## config.mk

```make
export PLATFORM = sky130hd
export DESIGN_NAME = fifo_ctrl_dpram_flat
export DESIGN_NICKNAME = d
export VERILOG_FILES = /design/src/rtl/fifo_ctrl_dpram_if.sv /design/src/rtl/fifo_ctrl_dpram.sv /design/src/flat_wrapper.sv
export SDC_FILE = /design/constraint.sdc
export NUM_CORES = 1
export LEC_CHECK = 0
export CAP_MARGIN = 5
export CORE_UTILIZATION = 42
export DETAILED_ROUTE_END_ITERATION = 6
export PLACE_DENSITY = 0.87
export SYNTH_ARGS = -nofsm -noshare
export SYNTH_HDL_FRONTEND = slang
export SYNTH_SLANG_ARGS = --single-unit
```

## constraint.sdc

```tcl
create_clock -name clk -period 3 [get_ports clk]
set_input_delay 0.6 -clock clk [delete_from_list [all_inputs] [get_ports clk]]
set_output_delay 0.6 -clock clk [all_outputs]
set_load 0.02 [all_outputs]
```

## src/rtl/fifo_ctrl_dpram_if.sv

```systemverilog
// Push/pop handshake bundle for the dual-port RAM FIFO controller.
// The master side produces words and consumes the head.
// The slave side is the controller itself.
interface fifo_ctrl_dpram_if #(
   parameter int DW = 16
) ();
   logic          in_valid;
   logic          in_ready;
   logic [DW-1:0] in_data;
   logic          out_valid;
   logic          out_ready;
   logic [DW-1:0] out_data;

   modport master (
      output in_valid, in_data, out_ready,
      input  in_ready, out_valid, out_data
   );

   modport slave (
      input  in_valid, in_data, out_ready,
      output in_ready, out_valid, out_data
   );
endinterface

```

## src/rtl/fifo_ctrl_dpram.sv

```systemverilog
// FIFO controller around a 2**AW x DW dual-port RAM whose reads are registered.
// Pushes are written straight into the RAM. Reads are prefetched into a
// 2-entry skid buffer, which presents a first-word-fall-through pop port.
// count covers every word held: words in the RAM, one word in flight, and
// the words in the buffer.
module fifo_ctrl_dpram #(
   parameter int AW = 6,
   parameter int DW = 16
) (
   input  logic          clk,
   input  logic          rst_n,
   fifo_ctrl_dpram_if.slave bus,
   output logic          ram_we,
   output logic [AW-1:0] ram_a,
   output logic [DW-1:0] ram_di,
   output logic [AW-1:0] ram_dpra,
   input  logic [DW-1:0] ram_dpo,
   output logic [AW:0]   count
);

   localparam logic [AW:0] DEPTH = (AW+1)'(2**AW);
   localparam logic [AW:0] ONE   = (AW+1)'(1);

   logic [AW:0]   wr_ptr;
   logic [AW:0]   rd_ptr;
   logic [AW:0]   ram_cnt;
   logic          inflight;
   logic [1:0]    buf_cnt;
   logic [DW-1:0] buf0;
   logic [DW-1:0] buf1;
   logic [1:0]    occ;
   logic          full;
   logic          push;
   logic          pop;
   logic          fetch;
   logic          out_valid_i;

   // The pointers carry a wrap bit, so a plain subtraction yields 0..DEPTH
   // and full can be told apart from empty.
   assign ram_cnt      = wr_ptr - rd_ptr;
   assign full         = (ram_cnt == DEPTH);
   assign bus.in_ready = !full;
   assign push         = bus.in_valid & !full;

   assign ram_we   = push;
   assign ram_a    = wr_ptr[AW-1:0];
   assign ram_di   = bus.in_data;
   assign ram_dpra = rd_ptr[AW-1:0];

   assign out_valid_i   = (buf_cnt != 2'd0);
   assign bus.out_valid = out_valid_i;
   assign bus.out_data  = buf0;
   assign pop           = out_valid_i & bus.out_ready;

   // occ counts the buffered words plus the word in flight, and never exceeds 2.
   // A fetch may issue only if, after this cycle's pop, that total leaves room
   // for the word the fetch will return.
   assign occ   = buf_cnt + {1'b0, inflight};
   assign fetch = (ram_cnt != '0) && (occ < (pop ? 2'd3 : 2'd2));

   assign count = ram_cnt + (AW+1)'(buf_cnt) + (AW+1)'(inflight);

   // Write and read pointers. inflight marks the cycle in which ram_dpo holds a fetched word.
   always_ff @(posedge clk or negedge rst_n) begin
      if (!rst_n) begin
         wr_ptr   <= '0;
         rd_ptr   <= '0;
         inflight <= 1'b0;
      end else begin
         if (push)
            wr_ptr <= wr_ptr + ONE;
         if (fetch)
            rd_ptr <= rd_ptr + ONE;
         inflight <= fetch;
      end
   end

   // Skid buffer: buf0 is the head. A returning word goes to the tail, and a pop shifts buf1 forward.
   always_ff @(posedge clk or negedge rst_n) begin
      if (!rst_n) begin
         buf_cnt <= 2'd0;
         buf0    <= '0;
         buf1    <= '0;
      end else begin
         buf_cnt <= buf_cnt + {1'b0, inflight} - {1'b0, pop};
         case ({inflight, pop})
            2'b01: buf0 <= buf1;
            2'b10: begin
               if (buf_cnt == 2'd0)
                  buf0 <= ram_dpo;
               else
                  buf1 <= ram_dpo;
            end
            2'b11: begin
               if (buf_cnt == 2'd1) begin
                  buf0 <= ram_dpo;
               end else begin
                  buf0 <= buf1;
                  buf1 <= ram_dpo;
               end
            end
            default: ;
         endcase
      end
   end

endmodule

```

## src/flat_wrapper.sv

```systemverilog
// flat-port wrapper written by rule: the top's interface ports become plain ports
module fifo_ctrl_dpram_flat 
#(
   parameter int AW = 6,
   parameter int DW = 16
)
  (clk, rst_n, ram_we, ram_a, ram_di, ram_dpra, ram_dpo, count, bus_in_valid, bus_in_data, bus_out_ready, bus_in_ready, bus_out_valid, bus_out_data);
  fifo_ctrl_dpram_if #(.DW(DW)) bus_i ();
  input  logic clk;
  input  logic rst_n;
  output logic ram_we;
  output logic [AW-1:0] ram_a;
  output logic [DW-1:0] ram_di;
  output logic [AW-1:0] ram_dpra;
  input  logic [DW-1:0] ram_dpo;
  output logic [AW:0] count;
  input wire logic [$bits(bus_i.in_valid)-1:0] bus_in_valid;
  input wire logic [$bits(bus_i.in_data)-1:0] bus_in_data;
  input wire logic [$bits(bus_i.out_ready)-1:0] bus_out_ready;
  output wire logic [$bits(bus_i.in_ready)-1:0] bus_in_ready;
  output wire logic [$bits(bus_i.out_valid)-1:0] bus_out_valid;
  output wire logic [$bits(bus_i.out_data)-1:0] bus_out_data;
  assign bus_i.in_valid = bus_in_valid;
  assign bus_i.in_data = bus_in_data;
  assign bus_i.out_ready = bus_out_ready;
  assign bus_in_ready = bus_i.in_ready;
  assign bus_out_valid = bus_i.out_valid;
  assign bus_out_data = bus_i.out_data;
  fifo_ctrl_dpram #(.AW(AW), .DW(DW)) u_core (.clk(clk), .rst_n(rst_n), .bus(bus_i), .ram_we(ram_we), .ram_a(ram_a), .ram_di(ram_di), .ram_dpra(ram_dpra), .ram_dpo(ram_dpo), .count(count));
endmodule
```

Word-level counts from Yosys, hierarchy flattened
Index checks and enable logic that the tools add are counted.
{"block": "totals", "register_bits": 49, "latch_bits": 0, "ram_bits": 0, "romBits": 0, "input_bits": 36, "output_inout_bits": 54, "wordCells": 40, "memories": 0}
{"block": "classes", "add_sub_neg": 7, "multipliers": 0, "n_div": 0, "order_cmp": 1, "eq_ne": 8, "shift": 0, "mux": 7, "n_bitwise": 2, "n_reduce_logical": 9}
{"op": "$mux W16", "count": 4}
{"op": "$pmux W16 S3", "count": 1}
{"op": "$pmux W16 S2", "count": 1}
{"op": "$add A7 B1 Y7 const B", "count": 2}
{"op": "$add A7 B1 Y7", "count": 1}
{"op": "$add A7 B2 Y7", "count": 1}
{"op": "$eq A7 B7 Y1 const B", "count": 1}
{"op": "$reduce_bool A7 Y1", "count": 1}
{"op": "$sub A7 B7 Y7", "count": 1}
{"op": "$eq A2 B1 Y1 const B", "count": 2}
{"op": "$eq A2 B2 Y1 const B", "count": 2}
{"op": "$ne A2 B2 Y1 const B", "count": 2}
{"op": "$reduce_bool A2 Y1", "count": 2}
{"op": "$reduce_and A3 Y1", "count": 1}
{"op": "$reduce_bool A3 Y1", "count": 1}
{"op": "$add A2 B1 Y2", "count": 1}
{"op": "$and A1 B1 Y1", "count": 2}
{"op": "$logic_not A2 Y1", "count": 1}
{"op": "$lt A2 B2 Y1", "count": 1}
{"op": "$ne A2 B1 Y1 const B", "count": 1}
{"op": "$reduce_and A2 Y1", "count": 1}
{"op": "$sub A2 B1 Y2", "count": 1}
{"op": "$logic_and A1 B1 Y1", "count": 1}
{"op": "$logic_not A1 Y1", "count": 1}
{"op": "$mux W1", "count": 1}

Logic depth before layout (Yosys ltp)
Gate-level depths: netlist of run 1.
{"block": "logic_depth", "ltp_word": 5, "ltp_mapped": 11, "mapped_depth_nobuf": 10}

Worst setup path after synthesis of run 1
No wires, ideal clock.
{"block": "synth_path", "path_type": "reg2out", "startpoint": "register u_core.wr_ptr[0]", "endpoint": "output port count[6]", "arrival_time_ns": 2.575, "setup_slack_ns": -0.175, "stages_incl_launch_ff": 11, "n_path_buf": 0, "path_cell_list": "dfrtp_1 inv_1 ha_1 inv_1 fa_1 a211oi_1 nor2_1 xor2_1 nand3_1 or2_2 xnor2_1"}
{"block": "synth_between", "elab_chain_cells": 3}
{"element": "start, declared", "line": "fifo_ctrl_dpram.sv:24", "text": "logic [AW:0] wr_ptr;"}
{"element": "start signal, assigned", "line": "fifo_ctrl_dpram.sv:71", "text": "wr_ptr <= wr_ptr + ONE;"}
{"element": "$sub A7 B7 Y7", "line": "fifo_ctrl_dpram.sv:40", "text": "assign ram_cnt = wr_ptr - rd_ptr;"}
{"element": "$add A7 B2 Y7", "line": "fifo_ctrl_dpram.sv:61", "text": "assign count = ram_cnt + (AW+1)'(buf_cnt) + (AW+1)'(inflight);"}
{"element": "$add A7 B1 Y7", "line": "fifo_ctrl_dpram.sv:61"}
{"element": "end, declared", "line": "flat_wrapper.sv:16", "text": "output logic [AW:0] count;"}
Every way passes these cells.

Worst setup path after layout of run 1
Ends and elaborated chain as after synthesis.

==> results of run 1 <==
## kinds of logic (layout without fill, tap and decap cells)
| group | after synthesis | after routing | share of synthesized area |
|---|---|---|---|
| adders and majority gates | 15 | 15 | 0.0728 |
| muxes | 34 | 34 | 0.128 |
| buffers and inverters | 53 | 137 | 0.108 |
| and+or+nand+nor | 46 | 46 | 0.0793 |
| DFF | 49 | 49 | 0.425 |
| xor gates and xnor gates | 25 | 25 | 0.0849 |
| AOI/OAI and AO/OA | 42 | 42 | 0.102 |
## Yosys cell counts, types with 2 or more instances
| library cell | instances | area, µm² |
|---|---|---|
| sky130_fd_sc_hd__ha_1 | 12 | 150 |
| sky130_fd_sc_hd__inv_2 | 2 | 7.51 |
| sky130_fd_sc_hd__mux2_4 | 2 | 30.0 |
| sky130_fd_sc_hd__nand4_1 | 3 | 18.8 |
| sky130_fd_sc_hd__a211oi_2 | 2 | 25.0 |
| sky130_fd_sc_hd__xnor2_1 | 12 | 105 |
| sky130_fd_sc_hd__a21oi_2 | 6 | 52.6 |
| sky130_fd_sc_hd__mux2i_1 | 16 | 160 |
| sky130_fd_sc_hd__mux2_2 | 16 | 180 |
| sky130_fd_sc_hd__o21ai_0 | 20 | 100 |
| sky130_fd_sc_hd__nor2_1 | 4 | 15.0 |
| sky130_fd_sc_hd__nand3_1 | 3 | 15.0 |
| sky130_fd_sc_hd__a21boi_2 | 2 | 22.5 |
| sky130_fd_sc_hd__buf_4 | 28 | 210 |
| sky130_fd_sc_hd__nor3_1 | 2 | 10.0 |
| sky130_fd_sc_hd__xor2_1 | 11 | 96.3 |
| sky130_fd_sc_hd__nor2b_1 | 3 | 18.8 |
| sky130_fd_sc_hd__nand2_1 | 25 | 93.8 |
| sky130_fd_sc_hd__fa_1 | 3 | 60.1 |
| sky130_fd_sc_hd__a211oi_1 | 2 | 15.0 |
| sky130_fd_sc_hd__a21oi_1 | 3 | 15.0 |
| sky130_fd_sc_hd__dfrtp_1 | 49 | 1230 |
| sky130_fd_sc_hd__inv_1 | 17 | 63.8 |
| sky130_fd_sc_hd__clkbuf_1 | 4 | 15.0 |
## area by class of cell
class                      count  area, µm²
clock buffer                   5       68.8
clock inverter                 3       26.3
fill                         528       2570
inverter                      19       71.3
multi-input combinational    162       1490
sequential                    49       1230
tap                           77       96.3
timing repair buffer         110        947
## metrics by stage
| step | hold slack, ns | util | instance area (µm²) |
|---|---|---|---|
| floorplan | 0.304 | - | 2910 |
| global placement | 0.461 | 0.570 | 3700 |
| detailed placement | 0.471 | 0.570 | 3700 |
| CTS | 0.432 | 0.597 | 3880 |
| global route | 0.463 | 0.604 | 3930 |
| finish | 0.385 | 0.604 | 3930 |
## layer usage
layer | vias up | part of all wire | wire length, µm
met5 | - | 0 | 0
met4 | 0 | 0.016 | 98
met2 | 44 | 0.51 | 3150
met3 | 15 | 0.036 | 225
li1 | 1031 | - | -
met1 | 1039 | 0.44 | 2700
## path summary, 6_finish.rpt
| path | startpoint | end | slack, ns | cells past startpoint |
|---|---|---|---|---|
| worst max-delay path | u_core.wr_ptr[0]$_DFFE_PN0P_ | count[6] | -0.30 | 11 |
| min in group clk | u_core.bus.out_data[14]$_DFFE_PN0P_ | u_core.bus.out_data[14]$_DFFE_PN0P_ | 0.49 | 2 |
| worst max register to register | u_core.wr_ptr[0]$_DFFE_PN0P_ | u_core.rd_ptr[1]$_DFFE_PN0P_ | 0.22 | 12 |
| worst min register to register | u_core.bus.out_data[14]$_DFFE_PN0P_ | u_core.bus.out_data[14]$_DFFE_PN0P_ | 0.49 | 2 |
| max in group asynchronous | rst_n | u_core.bus.out_data[11]$_DFFE_PN0P_ | 1.98 | 2 |
| worst min-delay path | rst_n | u_core.wr_ptr[0]$_DFFE_PN0P_ | 0.39 | 1 |
## timing repair
item                       4_1_cts  5_1_grt
gates resized for setup         57        8
setup endpoints to repair        8        8
pin swaps                        8        2
cloned                           0        0
buffers inserted                 3        2
hold buffers                     0        0
## flip-flops by register name, summed over array words and instances, names as in the netlist
register / count
u_core.rd_ptr: 7
u_core.buf1: 16
u_core.bus.out_data: 16
u_core.wr_ptr: 7
u_core.inflight: 1
u_core.buf_cnt: 2
==> results.md, run 1 <==
Worst setup path:
- By instance count, the cell type seen most on the critical path is sky130_fd_sc_hd__inv_2.
- STA classifies the critical path endpoint as an output port.
- For the worst setup path, the data required time is about 2.4 ns.
- The signal on the critical path passes through inv_2 -> ha_4 -> inv_2 -> fa_2 -> inv_2 -> fa_2 -> nor2_4 -> nand3_2 -> or2_4 -> xnor2_4 -> buf_6.
- The worst setup path is of the reg2out kind.
- The critical path contains buffers and inverters numbering 4 combined.
- The cell type of the slowest stage on the worst timing path is sky130_fd_sc_hd__fa_2.
- For this run, the slowest stage of the critical path takes 0.57 ns.
- The arrival time of the worst setup path is 2.70 ns.
- The cell class contributing the biggest share of worst-path delay is adder cells.
- The critical path launch point type is a flop.
- Of all nets on the critical path, the largest fanout is 2.

Cells and area:
- The count of antenna diodes in the layout is 0.
- Leaving out filler cells and counting taps, the final layout contains around 430.
- The number of nets at the end of the flow is around 400.
- The library cells used most frequently in the layout, excluding fill and tap cells, are 55 x sky130_fd_sc_hd__buf_4, 49 x sky130_fd_sc_hd__dfrtp_1, 48 x sky130_fd_sc_hd__clkdlybuf4s50_1, 24 x sky130_fd_sc_hd__nand2_1, 19 x sky130_fd_sc_hd__o21ai_0.
- The area growth from synthesis to layout is 35.9%.
- The fraction of layout cells with a size suffix above 1 is 0.365.
- The library cell used most frequently in the layout, excluding fill and tap cells, is sky130_fd_sc_hd__buf_4.

STA:
- Setup repair after global routing could not meet its margin everywhere.
- For the pin with the worst max-slew slack, the measured transition is about 0.86 ns.
- The hold violation count in the final report is 0.
- Static timing analysis puts the maximum clock frequency at 303 MHz.
- In this run the tightest slew margin relative to its limit is 0.428.
- The final cycle utilization of the critical path is 1.10.
- The total negative slack is -1.41 ns.
- For the finished layout, the period the worst path requires is about 3.3 ns.
- After layout, the worst setup slack is -0.298 ns.
- The final count of negative-setup-slack endpoints is 6.
- On the final layout, the worst clock skew is around 0.0055 ns.
- The number of max-slew violations in the final report is 0.

Global route:
- The met3 track demand over resource in global routing is 0.0360.
- The initial antenna violation count is 0.
- In the global route stage, met1 resource usage came out at 0.219.
- Entering global routing, the biggest net connects 38 pins.
- The number of global-route vias before repair came to ~2300.
- In this run the most used layer during global routing was met2.
- In the global route stage, met2 resource usage came out at 0.316.
- For this run the aggregate overflow at the end of global routing stands at 0.
- The first-pass GRT wire length is ~10000 µm.
- The combined global-route utilization of all metal layers is 0.180.

Detailed routing:
- After the first detailed-routing iteration, the DRC count stood at 100.
- The average detailed-routed wire length per instance is ~15 µm.
- For this block, the routed nets add up to ~6200 µm of wire.
- The remaining routing DRC violations is 8.
- The ratio of routed vias to standard cells is between 5 and 6.
- The routed via count is between 2000 and 2500.
- The first TritonRoute pass finished after 7 iterations.
- In this run the remaining antenna-violating nets after routing total 0.

CTS:
- The clock latency on the worst-skew pair is ~0.30 ns.
- The worst-case clock buffer depth is 2.
- The root buffer selected by CTS is sky130_fd_sc_hd__clkbuf_8.
- TritonCTS created 5 clock buffers.
- The CTS tree is done.
- The total number of clock tree sinks is between 40 and 50.
- Clock-pin slew was measured on the worst setup and hold paths at about 0.1 ns.
- The number of H-tree branching levels is 2.

Synthesis:
- Summing every instance area after synthesis gives ~2900 µm².
- The number of instances in the synthesized netlist is roughly 260.
- The number of enable flip-flop cells after synthesis is 0.
- The average instance in the mapped netlist occupies 10.9 µm².
- The async set or reset register ratio after synthesis is 1.00.
- The number of unique standard cell types used by synthesis is between 40 and 50.
- The count of yosys warnings during synthesis is 0.
- The post-synthesis sequential element count is around 50.
- Of the synthesized area, sequential elements account for 0.425.
- In the synthesized netlist the dominant register cell turns out to be sky130_fd_sc_hd__dfrtp_1.
- The number of nets handed over by synthesis was between 300 and 400.

Placement:
- Once placement completed, the tool counted placed cells totaling 412.
- The pre-CTS setup slack is -0.626 ns.
- The routability congestion estimate from global placement is between 0.8 and 0.9.
- Detailed placement finished with a half-perimeter wire length of 4560 µm.
- The quantity of I/O buffers inserted on ports is 57.

Floorplanning:
- Pin placement for this block handled 90 I/O pins.
- The die extent in x is roughly 85 µm.
- The height of the die is roughly 85 µm.
- The initial utilization of the core area, before any placement, comes to 0.445.
- The die covers ~7200 µm².
- The core region is around 6500 µm².
- The floorplan has 29 rows.

Job:
- The count of max-cap constraint violations is 0.

Outcome:
- The checks that failed: DRC, setup timing.
- The flow ran to the end, but the final reports show violations.

Hold path:
- The tightest min-delay check is of the in2async type.
Power of run 1 is left out: the tool's default activity adds up to more than one toggle a clock period on the data nets, which glitch-free logic cannot reach.
==> run 2, diff against run 1 <==
--- a/config.mk
+++ b/config.mk
@@ -6,7 +6,9 @@
 export NUM_CORES = 1
 export LEC_CHECK = 0
 export CAP_MARGIN = 5
-export CORE_UTILIZATION = 42
+export CELL_PAD_IN_SITES_DETAIL_PLACEMENT = 1
+export CELL_PAD_IN_SITES_GLOBAL_PLACEMENT = 1
+export CORE_UTILIZATION = 32
 export DETAILED_ROUTE_END_ITERATION = 6
 export PLACE_DENSITY = 0.87
 export SYNTH_ARGS = -nofsm -noshare
==> results.md, run 2 (synthesis results as in run 1) <==
Cells and area:
- The final design utilization was 0.463 (-0.141).
- The fraction of layout cells with a size suffix above 1 is 0.380 (+0.0147).
- The number of nets at the end of the flow was 403 (+1.3%).
- In the layout the commonest cells are 58 x sky130_fd_sc_hd__buf_4, 49 x sky130_fd_sc_hd__dfrtp_1, 48 x sky130_fd_sc_hd__clkdlybuf4s50_1, 23 x sky130_fd_sc_hd__nand2_1, 19 x sky130_fd_sc_hd__o21ai_0.
- The count of antenna diodes in the layout is 0 (unchanged).
- The most common library cell in the layout ignoring fill and taps is sky130_fd_sc_hd__buf_4.
- The area growth from synthesis to layout is 39.9%.
- The post-route standard cell area excluding fillers is 4040 µm² (+2.9%).
- The final non-filler cell total was 461 (+8.5%).

Detailed routing:
- The routed via count is 2176 (+2.2%).
- The average detailed-routed wire length per instance came to 16.0 µm (+9.9%).
- The length of the first detailed-routing pass in iterations is 3 (-4).
- The number of antenna-violating nets in the routed design is 0 (unchanged).
- The ratio of routed vias to standard cells is 4.72 (-5.8%).
- The number of DRC markers in iteration 0 was 20 (-80%).
- The wire length after detailed routing came to 7360 µm (+19%).
- The remaining routing DRC violations is 0 (-8).

Floorplanning:
- The height of the die was 97.0 µm (+14%).
- The core area was 8720 µm² (+34%).
- The die extent in x came to 97.0 µm (+14%).
- The total I/O pin count is 90 (unchanged).
- The area of the die came to 9410 µm² (+30%).
- The effective utilization at floorplan is 0.331 (-0.113).
- The site row count was 34 (+17%).

Global route:
- The total congestion overflow is 0 (unchanged).
- The initial antenna violation count is 0 (unchanged).
- The largest net degree at the start of global routing is 50 (+32%).
- The combined global-route utilization of all metal layers is 0.155 (-0.0247).
- The number of global-route vias before repair is 2410 (+5.3%).
- The first-pass GRT wire length came to 11800 µm (+15%).

Worst setup path:
- The worst-case register-to-register setup slack is 0.16 ns (-0.06 ns).
- The cell repeated most along the worst path is sky130_fd_sc_hd__inv_2.
- The worst setup path is captured at an output port.
- The largest fanout on the critical path is 2 (unchanged).
- The source of the worst register-to-register timing path is u_core.wr_ptr[0]$_DFFE_PN0P_.
- The total buffers and inverters traversed by the critical path is 4 (unchanged).
- The kind of critical path is reg2out.
- The worst register-to-register path ends at u_core.rd_ptr[1]$_DFFE_PN0P_.
- The critical path required time was 2.40 ns (about the same).
- The largest stage delay on the critical path came to 0.56 ns (about the same).
- Among cell families on the critical path, the largest total delay comes from adder cells.
- The arrival time of the worst setup path was 2.75 ns (+0.05 ns).
- Walking the worst path, the cells encountered are inv_2 -> ha_4 -> inv_2 -> fa_2 -> inv_2 -> fa_2 -> nor2_4 -> nand3_2 -> or2_4 -> xnor2_4 -> buf_6.
- The depth of the most critical reg-to-reg path came to 13 (+1).
- The worst setup path is launched from a flop.
- The cell type of the slowest stage on the worst timing path is sky130_fd_sc_hd__fa_2.

STA:
- The peak clock frequency supported by timing is 298 MHz (-1.7%).
- The final worst clock skew is 0.00654 ns (+0.00103 ns).
- The hold violation count in the final report is 0 (unchanged).
- Setup repair after global routing could not meet its margin everywhere.
- The relative max-transition margin is 0.556 (+0.128).
- The number of max-slew violations in the final report came to 0 (unchanged).
- The total negative slack is -1.43 ns (-0.0156 ns).
- The final critical path time including I/O delays and setup is 3.35 ns (+0.0554 ns).
- The final cycle utilization of the critical path was 1.12 (+0.0185).
- The final count of negative-setup-slack endpoints is 7 (+1).
- The post-layout worst setup margin was -0.353 ns (-0.0554 ns).
- The worst-margin pin slew is 0.661 ns (-0.197 ns).

Placement:
- The post-placement cell count is 439 (+6.6%).
- The quantity of I/O buffers inserted on ports was 57 (unchanged).
- The post-placement cell area is 3710 µm² (+0.24%).
- The sum of net half-perimeters after detailed placement is 5210 µm (+14%).
- The routability congestion estimate from global placement is 0.726 (-16%).

Job:
- The count of max-cap constraint violations was 0 (unchanged).

CTS:
- The total of hold buffers inserted after clock tree synthesis is 0 (unchanged).
- TritonCTS built the clock tree.
- The clock transition time at the flip-flop clock pins of the worst setup and hold paths is 0.10 ns (about the same).
- The total number of clock tree sinks is 49 (unchanged).
- CTS placed an instance of sky130_fd_sc_hd__clkbuf_8 at the clock tree root.
- The number of H-tree branching levels is 2 (unchanged).
- The worst-case clock buffer depth is 2 (unchanged).
- The number of buffers inserted during clock tree synthesis came to 5 (unchanged).
- The clock latency on the worst-skew pair is 0.30 ns (about the same).

Outcome:
- The final reports fail on setup timing.
- The flow ran to the end, but the final reports show violations.

Hold path:
- The min-delay analysis places its worst path in the category in2async.
==> run 2: timing repair <==
| item | CTS | global route |
|---|---|---|
| buffers inserted | 8 | 7 |
| gates resized for setup | 58 | 18 |
| pin swaps | 13 | 10 |
| endpoints found under the setup margin | 9 | 9 |
==> run 2: worst reg2reg max path: stages, from the launching register on <==
cell,delay [ns]
sky130_fd_sc_hd__dfrtp_1,0.42
sky130_fd_sc_hd__inv_2,0.09
sky130_fd_sc_hd__ha_4,0.14
sky130_fd_sc_hd__inv_2,0.04
sky130_fd_sc_hd__fa_2,0.36
sky130_fd_sc_hd__a211oi_4,0.27
sky130_fd_sc_hd__nor2_2,0.09
sky130_fd_sc_hd__xor2_2,0.16
sky130_fd_sc_hd__buf_4,0.15
sky130_fd_sc_hd__nor4b_4,0.30
sky130_fd_sc_hd__buf_4,0.16
sky130_fd_sc_hd__buf_4,0.15
sky130_fd_sc_hd__a21oi_2,0.10
sky130_fd_sc_hd__mux2_4,0.31
==> run 2: worst max path at each step <==
stage	start	to	slack (ns)	cells after the start
final	u_core.wr_ptr[0]$_DFFE_PN0P_	count[6]	-0.35	11
after global placement	u_core.wr_ptr[0]$_DFFE_PN0P_	count[6]	-0.54	11
after global routing	u_core.wr_ptr[0]$_DFFE_PN0P_	ram_we	-0.42	12
after CTS	u_core.wr_ptr[0]$_DFFE_PN0P_	ram_we	-0.31	12
after floorplan	u_core.wr_ptr[0]$_DFFE_PN0P_	ram_we	-0.008	9
after detailed placement	u_core.wr_ptr[0]$_DFFE_PN0P_	count[6]	-0.63	11
==> run 2: through the flow <==
stage | hold WS, ns | setup slack [ns]
2_1_floorplan | 0.304 | -0.00837
4_1_cts | 0.419 | -0.312
3_5_place_dp | 0.472 | -0.632
6_report | 0.397 | -0.353
5_1_grt | 0.445 | -0.422
3_3_place_gp | 0.460 | -0.542
==> run 2: layout make-up <==
class / instances / area (µm²)
Fill cell: 967 / 4680
Multi-Input combinational cell: 162 / 1510
Sequential cell: 49 / 1230
Timing Repair Buffer: 115 / 1000
Tap cell: 108 / 135
Inverter: 19 / 71.3
Clock buffer: 5 / 68.8
Clock inverter: 3 / 22.5
==> run 2: per-layer routing <==
layer  vias up  GRT usage  wire, µm  share of wire
li1       1035          -         -              -
met1      1079      0.178      3010           0.41
met2        54      0.295      4050           0.55
met3         8     0.0311       238          0.032
met4         0     0.0333        56         0.0076
met5         -          0         0              0
Power of run 2 is left out for the same reason.
==> run 3, diff against run 2 <==
--- a/config.mk
+++ b/config.mk
@@ -6,9 +6,7 @@
 export NUM_CORES = 1
 export LEC_CHECK = 0
 export CAP_MARGIN = 5
-export CELL_PAD_IN_SITES_DETAIL_PLACEMENT = 1
-export CELL_PAD_IN_SITES_GLOBAL_PLACEMENT = 1
-export CORE_UTILIZATION = 32
+export CORE_UTILIZATION = 42
 export DETAILED_ROUTE_END_ITERATION = 6
 export PLACE_DENSITY = 0.87
 export SYNTH_ARGS = -nofsm -noshare
==> results of run 3 <==
The final DEF is identical to that of run 1; final timing and power are the same.
Power of run 3 is left out for the same reason.
